File: src/rtl/icache_pkg.sv
// Shared state encoding and address-geometry helpers for the direct-mapped
// instruction cache.
package icache_pkg;

  typedef enum logic [1:0] {
    IDLE,
    REFILL,
    FILL_DONE
  } icache_state_t;

  localparam logic [31:0] RESET_INSTR_DEF = 32'h0000_0000;

  function automatic int offset_w(input int words_per_line);
    return $clog2(words_per_line);
  endfunction

  function automatic int index_w(input int lines);
    return $clog2(lines);
  endfunction

  // The byte offset pc[1:0] is never part of the lookup.
  function automatic int tag_w(input int lines, input int words_per_line);
    return 32 - 2 - $clog2(lines) - $clog2(words_per_line);
  endfunction

endpackage

File: src/rtl/icache_dm_if.sv
// Line-refill bus between the instruction cache (master) and the slow
// instruction memory (slave).
interface icache_dm_if;
  logic        mem_req;
  logic [31:0] mem_addr;
  logic        mem_ready;
  logic [31:0] mem_rdata;

  modport master (output mem_req, output mem_addr, input mem_ready, input mem_rdata);
  modport slave  (input mem_req, input mem_addr, output mem_ready, output mem_rdata);
endinterface

File: src/rtl/icache_refill_fsm.sv
// Miss handling for icache_dm: owns the miss register, word counter, refill
// bus request and deferred flush; strobes writes into the cache arrays.
module icache_refill_fsm
  import icache_pkg::*;
#(
  parameter int  LINES          = 16,
  parameter int  WORDS_PER_LINE = 4,
  localparam int OFFSET_W       = offset_w(WORDS_PER_LINE),
  localparam int INDEX_W        = index_w(LINES),
  localparam int TAG_W          = tag_w(LINES, WORDS_PER_LINE)
) (
  input  logic                clk,
  input  logic                reset,
  input  logic                flush,
  input  logic                hit,
  input  logic [TAG_W-1:0]    pc_tag,
  input  logic [INDEX_W-1:0]  pc_index,
  icache_dm_if.master         mem,
  output logic                busy,
  output logic                word_we,
  output logic                line_we,
  output logic                valid_clr,
  output logic [TAG_W-1:0]    miss_tag,
  output logic [INDEX_W-1:0]  miss_index,
  output logic [OFFSET_W-1:0] word_sel
);
  // state     | meaning
  // IDLE      | lookup active, a miss latches {tag,index} and starts refill
  // REFILL    | requesting words 0..WORDS_PER_LINE-1 of the missed line
  // FILL_DONE | line written, one bubble before the re-lookup hits

  icache_state_t       state_q, state_d;
  logic [OFFSET_W-1:0] cnt_q, cnt_d, cnt_inc;
  logic [TAG_W-1:0]    miss_tag_q, miss_tag_d;
  logic [INDEX_W-1:0]  miss_index_q, miss_index_d;
  logic                mem_req_q, mem_req_d;
  logic [31:0]         mem_addr_q, mem_addr_d;
  logic                pend_q, pend_d;
  logic                accept, last;

  assign accept  = mem_req_q & mem.mem_ready;
  assign last    = (cnt_q == OFFSET_W'(WORDS_PER_LINE - 1));
  assign cnt_inc = cnt_q + OFFSET_W'(1);

  always_comb begin
    state_d      = state_q;
    cnt_d        = cnt_q;
    miss_tag_d   = miss_tag_q;
    miss_index_d = miss_index_q;
    mem_req_d    = mem_req_q;
    mem_addr_d   = mem_addr_q;
    pend_d       = pend_q;
    word_we      = 1'b0;
    line_we      = 1'b0;
    valid_clr    = 1'b0;
    unique case (state_q)
      IDLE: begin
        valid_clr = flush;
        if (!hit) begin
          state_d      = REFILL;
          miss_tag_d   = pc_tag;
          miss_index_d = pc_index;
          cnt_d        = '0;
          mem_req_d    = 1'b1;
          mem_addr_d   = {pc_tag, pc_index, {OFFSET_W{1'b0}}, 2'b00};
        end
      end
      REFILL: begin
        if (flush) pend_d = 1'b1;
        if (accept) begin
          word_we    = 1'b1;
          cnt_d      = cnt_inc;
          mem_addr_d = {miss_tag_q, miss_index_q, cnt_inc, 2'b00};
          if (last) begin
            state_d   = FILL_DONE;
            mem_req_d = 1'b0;
            pend_d    = 1'b0;
            // A flush seen at any point of the refill wins over validation.
            if (pend_q || flush) valid_clr = 1'b1;
            else                 line_we   = 1'b1;
          end
        end
      end
      FILL_DONE: begin
        state_d   = IDLE;
        valid_clr = flush;
      end
      default: state_d = IDLE;
    endcase
  end

  always_ff @(posedge clk) begin
    if (reset) begin
      state_q      <= IDLE;
      cnt_q        <= '0;
      miss_tag_q   <= '0;
      miss_index_q <= '0;
      mem_req_q    <= 1'b0;
      mem_addr_q   <= '0;
      pend_q       <= 1'b0;
    end else begin
      state_q      <= state_d;
      cnt_q        <= cnt_d;
      miss_tag_q   <= miss_tag_d;
      miss_index_q <= miss_index_d;
      mem_req_q    <= mem_req_d;
      mem_addr_q   <= mem_addr_d;
      pend_q       <= pend_d;
    end
  end

  assign mem.mem_req  = mem_req_q;
  assign mem.mem_addr = mem_addr_q;
  assign busy         = (state_q != IDLE);
  assign miss_tag     = miss_tag_q;
  assign miss_index   = miss_index_q;
  assign word_sel     = cnt_q;

endmodule

File: src/rtl/icache_dm.sv
// Direct-mapped read-only instruction cache with zero-latency hits.
// Optional hit/miss statistics ports are enabled by defining ICACHE_STATS_EN.
module icache_dm
  import icache_pkg::*;
#(
  parameter int          LINES          = 16,
  parameter int          WORDS_PER_LINE = 4,
  parameter logic [31:0] RESET_INSTR    = RESET_INSTR_DEF
) (
  input  logic        clk,
  input  logic        reset,
  input  logic [31:0] pc,
  input  logic        flush,
  output logic [31:0] instr,
  output logic        stall,
  icache_dm_if.master mem
`ifdef ICACHE_STATS_EN
  ,
  output logic [31:0] hit_count,
  output logic [31:0] miss_count
`endif
);
  localparam int OFFSET_W = offset_w(WORDS_PER_LINE);
  localparam int INDEX_W  = index_w(LINES);
  localparam int TAG_W    = tag_w(LINES, WORDS_PER_LINE);

  logic [OFFSET_W-1:0] pc_off, word_sel;
  logic [INDEX_W-1:0]  pc_index, miss_index;
  logic [TAG_W-1:0]    pc_tag, miss_tag;
  logic                pc_unused;
  logic                hit, busy, word_we, line_we, valid_clr;

  logic [LINES-1:0] valid_q, valid_d;
  logic [TAG_W-1:0] tag_q  [LINES];
  logic [TAG_W-1:0] tag_d  [LINES];
  logic [31:0]      data_q [LINES][WORDS_PER_LINE];
  logic [31:0]      data_d [LINES][WORDS_PER_LINE];

  assign pc_off    = pc[2 +: OFFSET_W];
  assign pc_index  = pc[2 + OFFSET_W +: INDEX_W];
  assign pc_tag    = pc[31 -: TAG_W];
  assign pc_unused = ^pc[1:0];

  assign hit   = valid_q[pc_index] & (tag_q[pc_index] == pc_tag);
  assign stall = reset | busy | ~hit;
  assign instr = stall ? RESET_INSTR : data_q[pc_index][pc_off];

  icache_refill_fsm #(
    .LINES          (LINES),
    .WORDS_PER_LINE (WORDS_PER_LINE)
  ) u_refill (
    .clk        (clk),
    .reset      (reset),
    .flush      (flush),
    .hit        (hit),
    .pc_tag     (pc_tag),
    .pc_index   (pc_index),
    .mem        (mem),
    .busy       (busy),
    .word_we    (word_we),
    .line_we    (line_we),
    .valid_clr  (valid_clr),
    .miss_tag   (miss_tag),
    .miss_index (miss_index),
    .word_sel   (word_sel)
  );

  always_comb begin
    valid_d = valid_q;
    tag_d   = tag_q;
    data_d  = data_q;
    if (word_we) data_d[miss_index][word_sel] = mem.mem_rdata;
    if (valid_clr) begin
      valid_d = '0;
    end else if (line_we) begin
      valid_d[miss_index] = 1'b1;
      tag_d[miss_index]   = miss_tag;
    end
  end

  always_ff @(posedge clk) begin
    if (reset) begin
      valid_q <= '0;
    end else begin
      valid_q <= valid_d;
      tag_q   <= tag_d;
      data_q  <= data_d;
    end
  end

`ifdef ICACHE_STATS_EN
  logic [31:0] hit_count_q, hit_count_d, miss_count_q, miss_count_d;

  // Only IDLE lookups count; refill stall cycles are invisible here.
  always_comb begin
    hit_count_d  = hit_count_q;
    miss_count_d = miss_count_q;
    if (!busy && hit && hit_count_q != 32'hFFFF_FFFF)
      hit_count_d = hit_count_q + 32'd1;
    if (!busy && !hit && miss_count_q != 32'hFFFF_FFFF)
      miss_count_d = miss_count_q + 32'd1;
  end

  always_ff @(posedge clk) begin
    if (reset) begin
      hit_count_q  <= '0;
      miss_count_q <= '0;
    end else begin
      hit_count_q  <= hit_count_d;
      miss_count_q <= miss_count_d;
    end
  end

  assign hit_count  = hit_count_q;
  assign miss_count = miss_count_q;
`endif

endmodule

File: src/flat_wrapper.sv
// flat-port wrapper written by rule: the top's interface ports become plain ports
module icache_dm_flat import icache_pkg::*;
#(
  parameter int          LINES          = 16,
  parameter int          WORDS_PER_LINE = 4,
  parameter logic [31:0] RESET_INSTR    = RESET_INSTR_DEF
)
  (clk, reset, pc, flush, instr, stall, mem_mem_req, mem_mem_addr, mem_mem_ready, mem_mem_rdata);
  icache_dm_if mem_i ();
  input  logic clk;
  input  logic reset;
  input  logic [31:0] pc;
  input  logic flush;
  output logic [31:0] instr;
  output logic stall;
  output wire logic [$bits(mem_i.mem_req)-1:0] mem_mem_req;
  output wire logic [$bits(mem_i.mem_addr)-1:0] mem_mem_addr;
  input wire logic [$bits(mem_i.mem_ready)-1:0] mem_mem_ready;
  input wire logic [$bits(mem_i.mem_rdata)-1:0] mem_mem_rdata;
  assign mem_mem_req = mem_i.mem_req;
  assign mem_mem_addr = mem_i.mem_addr;
  assign mem_i.mem_ready = mem_mem_ready;
  assign mem_i.mem_rdata = mem_mem_rdata;
  icache_dm #(.LINES(LINES), .WORDS_PER_LINE(WORDS_PER_LINE), .RESET_INSTR(RESET_INSTR)) u_core (.clk(clk), .reset(reset), .pc(pc), .flush(flush), .instr(instr), .stall(stall), .mem(mem_i));
endmodule
File: config.mk
export PLATFORM = sky130hd
export DESIGN_NAME = icache_dm_flat
export DESIGN_NICKNAME = d
export VERILOG_FILES = /design/src/rtl/icache_pkg.sv /design/src/rtl/icache_dm_if.sv /design/src/rtl/icache_refill_fsm.sv /design/src/rtl/icache_dm.sv /design/src/flat_wrapper.sv
export SDC_FILE = /design/constraint.sdc
export NUM_CORES = 2
export LEC_CHECK = 0
export BUFFER_PORTS_ARGS = -buffer_cell sky130_fd_sc_hd__buf_2
export CAP_MARGIN = 10
export CELL_PAD_IN_SITES_DETAIL_PLACEMENT = 0
export CELL_PAD_IN_SITES_GLOBAL_PLACEMENT = 1
export CORE_MARGIN = 8
export CORE_UTILIZATION = 34
export CTS_CLUSTER_SIZE = 8
export DETAILED_ROUTE_END_ITERATION = 10
export GPL_TIMING_DRIVEN = 0
export PLACE_DENSITY = 0.53
export RECOVER_POWER = 25
export SLEW_MARGIN = 15
export SYNTH_ARGS = -nofsm -noshare
export SYNTH_HDL_FRONTEND = slang
export SYNTH_SLANG_ARGS = --single-unit
File: constraint.sdc
create_clock -name clk -period 5.8 [get_ports clk]
set_input_delay 1.16 -clock clk [delete_from_list [all_inputs] [get_ports clk]]
set_output_delay 1.16 -clock clk [all_outputs]
set_load 0.01 [all_outputs]
# Word-level counts from Yosys, hierarchy flattened

Cells that the tools add are included.

Flip-flop bits (word level): 2,514
Input bits: 68

Equality and inequality tests: 7
Multiplexer cells: 49
$lt $le $gt $ge: 9
Add/sub/neg operators: 1
Reductions and logical operators: 15
Bitwise logic cells: 12

Operators by type and width:

| kind               | count |
|---|---|
| $bwmux 2048        | 1 |
| $bmux 128 s4       | 1 |
| $demux 128 s4      | 1 |
| $bwmux 384         | 1 |
| $mux 128           | 3 |
| $mux 32            | 6 |
| $bmux 24 s4        | 1 |
| $demux 24 s4       | 1 |
| $mux 24            | 3 |
| $bmux 32 s2        | 1 |
| $demux 32 s2       | 1 |
| $pmux 32 s2        | 1 |
| $eq 24x24->1       | 1 |
| $mux 1             | 17 |
| $or 16x16->16      | 1 |
| $ge 5x5->1 const B | 2 |
| $lt 4x5->1 const B | 2 |
| $mux 2             | 5 |
| $not 4->5          | 2 |
| $reduce_and 3->1   | 3 |
| $pmux 2 s2         | 2 |
| $ge 3x3->1 const B | 2 |
| $ne 2x2->1 const B | 3 |
| $not 2->3          | 2 |
| 19 further kinds   | 30 |

# Depth between registers and ports, before layout

Depth after elaboration: 9
Gate-level depth with buffers: 15
Depth with buffers taken out: 8

# By module

From an unflattened synthesis, not the netlist that was laid out.

Cells, all modules: 4,416
Area, all modules: 96,386.2 um^2

By module, submodules not included:

| module            | area an instance (um^2) | instances | cells each |
|---|---|---|---|
| icache_dm         | 93,629.8                | 1         | 4,126 |
| icache_refill_fsm | 2,756.4                 | 1         | 290 |

# Worst setup path before layout

Ideal clock, no wire load.

Kind: input to output
From: in pc[4]
To: out instr[10]
Buffers on the path: 6
Slack: 0.346 ns
Data required time: 4.640 ns
Cell stages on the path: 10
Arrival time: 4.294 ns
Cells stage by stage: buf_2 -> buf_4 -> buf_4 -> buf_2 -> buf_2 -> clkbuf_1 -> mux4_2 -> mux4_2 -> mux4_2 -> nor2b_1

Longest elaborated chain between the ends: 9
Elaborated cells between the ends (all ways): 17
Those cells by class: eq/ne: 1; mux: 12; bitwise: 4

RTL lines:

| element                                    | RTL line                         | RTL |
|---|---|---|
| start, declared                            | flat_wrapper.sv:12               | `input logic [31:0] pc;` |
| $not 4->5 (implied by the code)            | icache_dm.sv:44, icache_dm.sv:46 |  |
| $bmux 24 s4                                | icache_dm.sv:44                  | `assign hit = valid_q[pc_index] & (tag_q[pc_index] == pc_tag);` |
| $mux 24 (implied by the code) (2 in a row) | icache_dm.sv:44                  |  |
| $eq 24x24->1                               | icache_dm.sv:44                  |  |
| $and 1x1->1                                | icache_dm.sv:44                  |  |
| $not 1->1 (no line)                        | -                                |  |
| $or 1x1->1                                 | icache_dm.sv:45                  | `assign stall = reset \| busy \| ~hit;` |
| $mux 32 *                                  | icache_dm.sv:46                  | `assign instr = stall ? RESET_INSTR : data_q[pc_index][pc_off];` |
| end, declared                              | flat_wrapper.sv:14               | `output logic [31:0] instr;` |

Every way passes the cells marked *; elsewhere a longest branch is shown, timed or not. The select of a mux whose other input is x is not followed.

# Worst setup path after layout

From: in pc[5]
To: out instr[2]

The elaborated chain is that of the path after synthesis.

==> qor.log <==
qor: worst_setup_path.critPathSlowestCell mux4_2
qor: timing.finalCritPeriodShare 99.8%
qor: floorplanning.design.die.area 303000 um^2
qor: cts.numCtsBuffers 357
qor: synth.synth_top_flop_cell edfxtp_1
qor: place.preCtsSetupSlack -2490 ps
qor: timing.max_slew.worst_pin.slew 3380 ps
qor: floorplanning.pin_count 134
qor: synth.synth.top_cells.by_count edfxtp_1, mux4_2, clkbuf_1
qor: hold_path.hold_class register to register
qor: power_and_ir_drop.pwr-share-clk 45.0%
qor: floorplanning.initial_utilization 34.1%
qor: synth.synth_seq_area_share 76.9%
qor: synth.synthMostInstantiatedCell edfxtp_1
qor: timing.grt_setup_unrepaired false
qor: outcome.run_status finished, violations left
qor: synth.async_reset_ff_share 0%
qor: cts.h-tree-depth 5
qor: detailed_routing.drtAntennaViolNets 0
qor: timing.fmax 173 MHz
qor: layout.area_of_combinational_cells_with_multiple_inputs 21900 um^2
qor: worst_setup_path.critPathKind input port to primary output
qor: power_and_ir_drop.p_leak 0.0366 uW
qor: place.hpwlAfterDp 199 mm
qor: run.cap_violations 24
qor: timing.max-slew-margin-rel -125%
qor: worst_setup_path.critical_path.cell_chain buf_6 -> buf_12 -> buf_12 -> buf_16 -> bufbuf_16 -> clkbuf_8 -> clkbuf_16 -> mux4_2 -> mux4_2 -> mux4_2 -> nor2b_1 -> buf_2
qor: detailed_routing.drt-vias-per-instance 5.49
qor: synth.synthDistinctLibCells 60
qor: global_routing.first_global_vias 48.9k
qor: power_and_ir_drop.internal_power 32100 uW
qor: global_routing.overflow 0
qor: synth.synth-edff-count 2432
qor: global_routing.grt_max_degree 65
qor: worst_setup_path.critical-path-top-delay-family buffers and inverters
qor: cts.cts.reportedPaths.clkPinSlew 50 ps
qor: cts.cts_sinks 2510
qor: worst_setup_path.critical_path_peak_fanout 10
qor: worst_setup_path.cp_common_cell mux4_2
qor: synth.syn_inst 4220
qor: layout.nFillCells 24.8k
qor: worst_setup_path.arrival 4630 ps
qor: cts.cts_hold_repair.buffers 0
qor: synth.mappedNetlistArea 97000 um^2
qor: power_and_ir_drop.power_switching_share 21.7%
qor: worst_setup_path.cp.buffers_inverters 8
qor: synth.synth-warning-count 0
qor: detailed_routing.dr.pass1.iters 7
qor: worst_setup_path.max_stage_delay 620 ps
qor: timing.setup_ws 14.4 ps
qor: floorplanning.die_w 550 um
qor: detailed_routing.drc 0
qor: timing.final-hold-violation-count 0
qor: global_routing.antenna_found_initial 16
qor: worst_setup_path.setup.worst_path.end_class primary output
qor: power_and_ir_drop.power.density_cell_area 351 nW/um^2
qor: detailed_routing.wl 299 mm
qor: timing.holdWs 455 ps
qor: synth.netlist.area_leader.share 75.3%
qor: place.placement.io_buffers 123
qor: cts.cts_tree yes
qor: synth.avgSynthCellArea 23.0 um^2
qor: power_and_ir_drop.p_seq_share 49.5%
qor: timing.layout_min_cycle_time 5790 ps
qor: timing.timing.final.max_slew_violations 1496
qor: detailed_routing.route.vias.total 47.7k
qor: power_and_ir_drop.total_switching_power 8900 uW
qor: worst_setup_path.worst_setup_path_start_kind input port
qor: power_and_ir_drop.pwr-share-comb 5.5%
qor: timing.finalClockSkew 56.5 ps
qor: layout.area_taken_by_flip_flops_and_latches 74600 um^2
qor: floorplanning.core-area 284000 um^2
qor: cts.root_buffer clkbuf_16
qor: timing.finalSetupViolations 0
qor: synth.synth.top_cells.by_area edfxtp_1, mux4_2, dfxtp_1
qor: cts.cts_buffer_depth 4
qor: synth.largest_area_contributor_in_the_netlist edfxtp_1
qor: cts.clk_latency 860 ps
qor: layout.final_nets 4931
qor: detailed_routing.routedWlPerCell 34.5 um
qor: global_routing.grt_pass1_wl 410 mm
qor: floorplanning.die_height 550 um
qor: floorplanning.core.rowCount 196
qor: layout.areaGrowthSynthToFinish 20.4%
qor: outcome.violations_in_the_final_reports max-capacitance violations, max-slew violations
qor: place.last_weighted_congestion_value_of_the_routability_driven_placer 0.806
qor: global_routing.grt_use_total 19.4%
qor: detailed_routing.detailedRoute.firstIterationViolations 5036
qor: worst_setup_path.cp.required 4640 ps
qor: layout.post_route_cells_drive_above_1_share 34.2%
qor: power_and_ir_drop.irDropWorstVdd 0.217 mV
qor: synth.postSynthRegisterBits 2510
==> what timing repair did <==
| action | in CTS | in global routing |
|---|---|---|
| resized for setup | 331 | 21 |
| setup buffers | 20 | 0 |
| gates cloned | 3 | 0 |
| endpoints found under the setup margin | 33 | 33 |
| pin swaps | 2 | 0 |
==> path summary, 6_finish.rpt <==
kind                                    from                 to  slack, ps  depth (start not counted)
hold reg to reg            u_core.valid_q[0]  u_core.valid_q[0]        450                          1
setup reg to reg  u_core.u_refill.state_q[0]   u_core.tag_q[76]       1100                          9
hold / removal             u_core.valid_q[0]  u_core.valid_q[0]        450                          1
setup / recovery                       pc[5]           instr[2]         10                         12
==> worst register-to-register path, cell delays in order, from the launching register on <==
cell and delay, ps:
dfxtp_1 330, nor2b_1 250, nand3_1 320, nor2_1 310, nand2_1 530, or3_1 640, clkbuf_1 380, clkbuf_1 590
nor2_4 760, buf_12 260
==> cell type report <==
type | count | share of cell area (%)
clock inverters | 17 | 0.239
multi-input cells | 1448 | 18.8
plain buffers | 250 | 1.86
repair buffers | 279 | 3.25
well taps | 3762 | 4.03
diodes | 7 | 0.0150
flip-flops and latches | 2510 | 63.9
clock buffers | 392 | 7.92
inverters | 13 | 0.0439
==> state kept, by name, summed over array words and instances, names as in the netlist <==
register / count
u_core.u_refill.mem.mem_req: 1
u_core.u_refill.miss_index: 4
u_core.u_refill.mem.mem_addr: 29
u_core.u_refill.state_q: 2
u_core.u_refill.pend_q: 1
u_core.valid_q: 16
u_core.data_q: 2048
u_core.tag_q: 384
u_core.u_refill.word_sel: 1
u_core.u_refill.miss_tag: 24
==> metrics by stage <==
| stage | utilization, % | cells | power [uW] | cell area [um^2] | setup TNS (ps) |
|---|---|---|---|---|---|
| 6_report | 41.0 | 8678 | 41000 | 117000 | 0 |
| 5_1_grt | 41.0 | 8674 | 42100 | 117000 | 0 |
| 4_1_cts | 41.0 | 8669 | 41400 | 117000 | 0 |
| 3_5_place_dp | 37.2 | 8237 | 22800 | 106000 | -82270 |
| 3_3_place_gp | 36.0 | 8106 | 22700 | 102000 | -1671240 |
| 2_1_floorplan | - | 4221 | 21600 | 97000 | 0 |
==> logic make-up (layout without fill, tap and decap cells) <==
family                     after synthesis  count (layout)  share of synthesized area [%]
muxes                                  813             813                           18.1
xor gates and xnor gates                25              25                          0.226
AOI/OAI and AO/OA                      239             239                           1.69
other                                    1               9                        0.00387
adders and majority gates                4               4                         0.0516
and+or+nand+nor                        365             365                           1.82
DFF                                   2510            2510                           76.9
buffers and inverters                  263             951                           1.22
==> routing by layer <==
metal,track usage [%],up-vias,routed length [um]
met5,0,-,61
met4,4.47,8,6570
met3,2.90,375,17100
met2,32.3,1664,147000
met1,27.1,26410,129000
li1,-,19222,-
==> placed cells by master (no fill, tap or decap), drive strengths merged, types with 17 or more instances in the layout <==
cell     netlist  routed
nand2        113     113
nor2          97      97
inv           13      17
a21o          18      18
o21ai         36      36
a21oi         36      36
a2bb2oi       28      28
mux4         750     750
dfxtp         78      78
o22ai         37      37
nor2b         71      71
mux2i         55      55
o211ai        33      33
clkbuf       121     544
edfxtp      2432    2432
buf          129     374
nand4         33      33
nand3         17      17
==> power by group through the flow <==
stage | registers [uW] | clock network (uW) | logic (uW)
after CTS | 20300 | 18800 | 2300
after detailed placement | 20600 | 0 | 2190
after global placement | 20600 | 0 | 2130
final | 20300 | 18400 | 2260
after global routing | 20300 | 19500 | 2370
after floorplan | 20500 | 0 | 1100
Note: power is estimated with default switching activity, not from simulation.
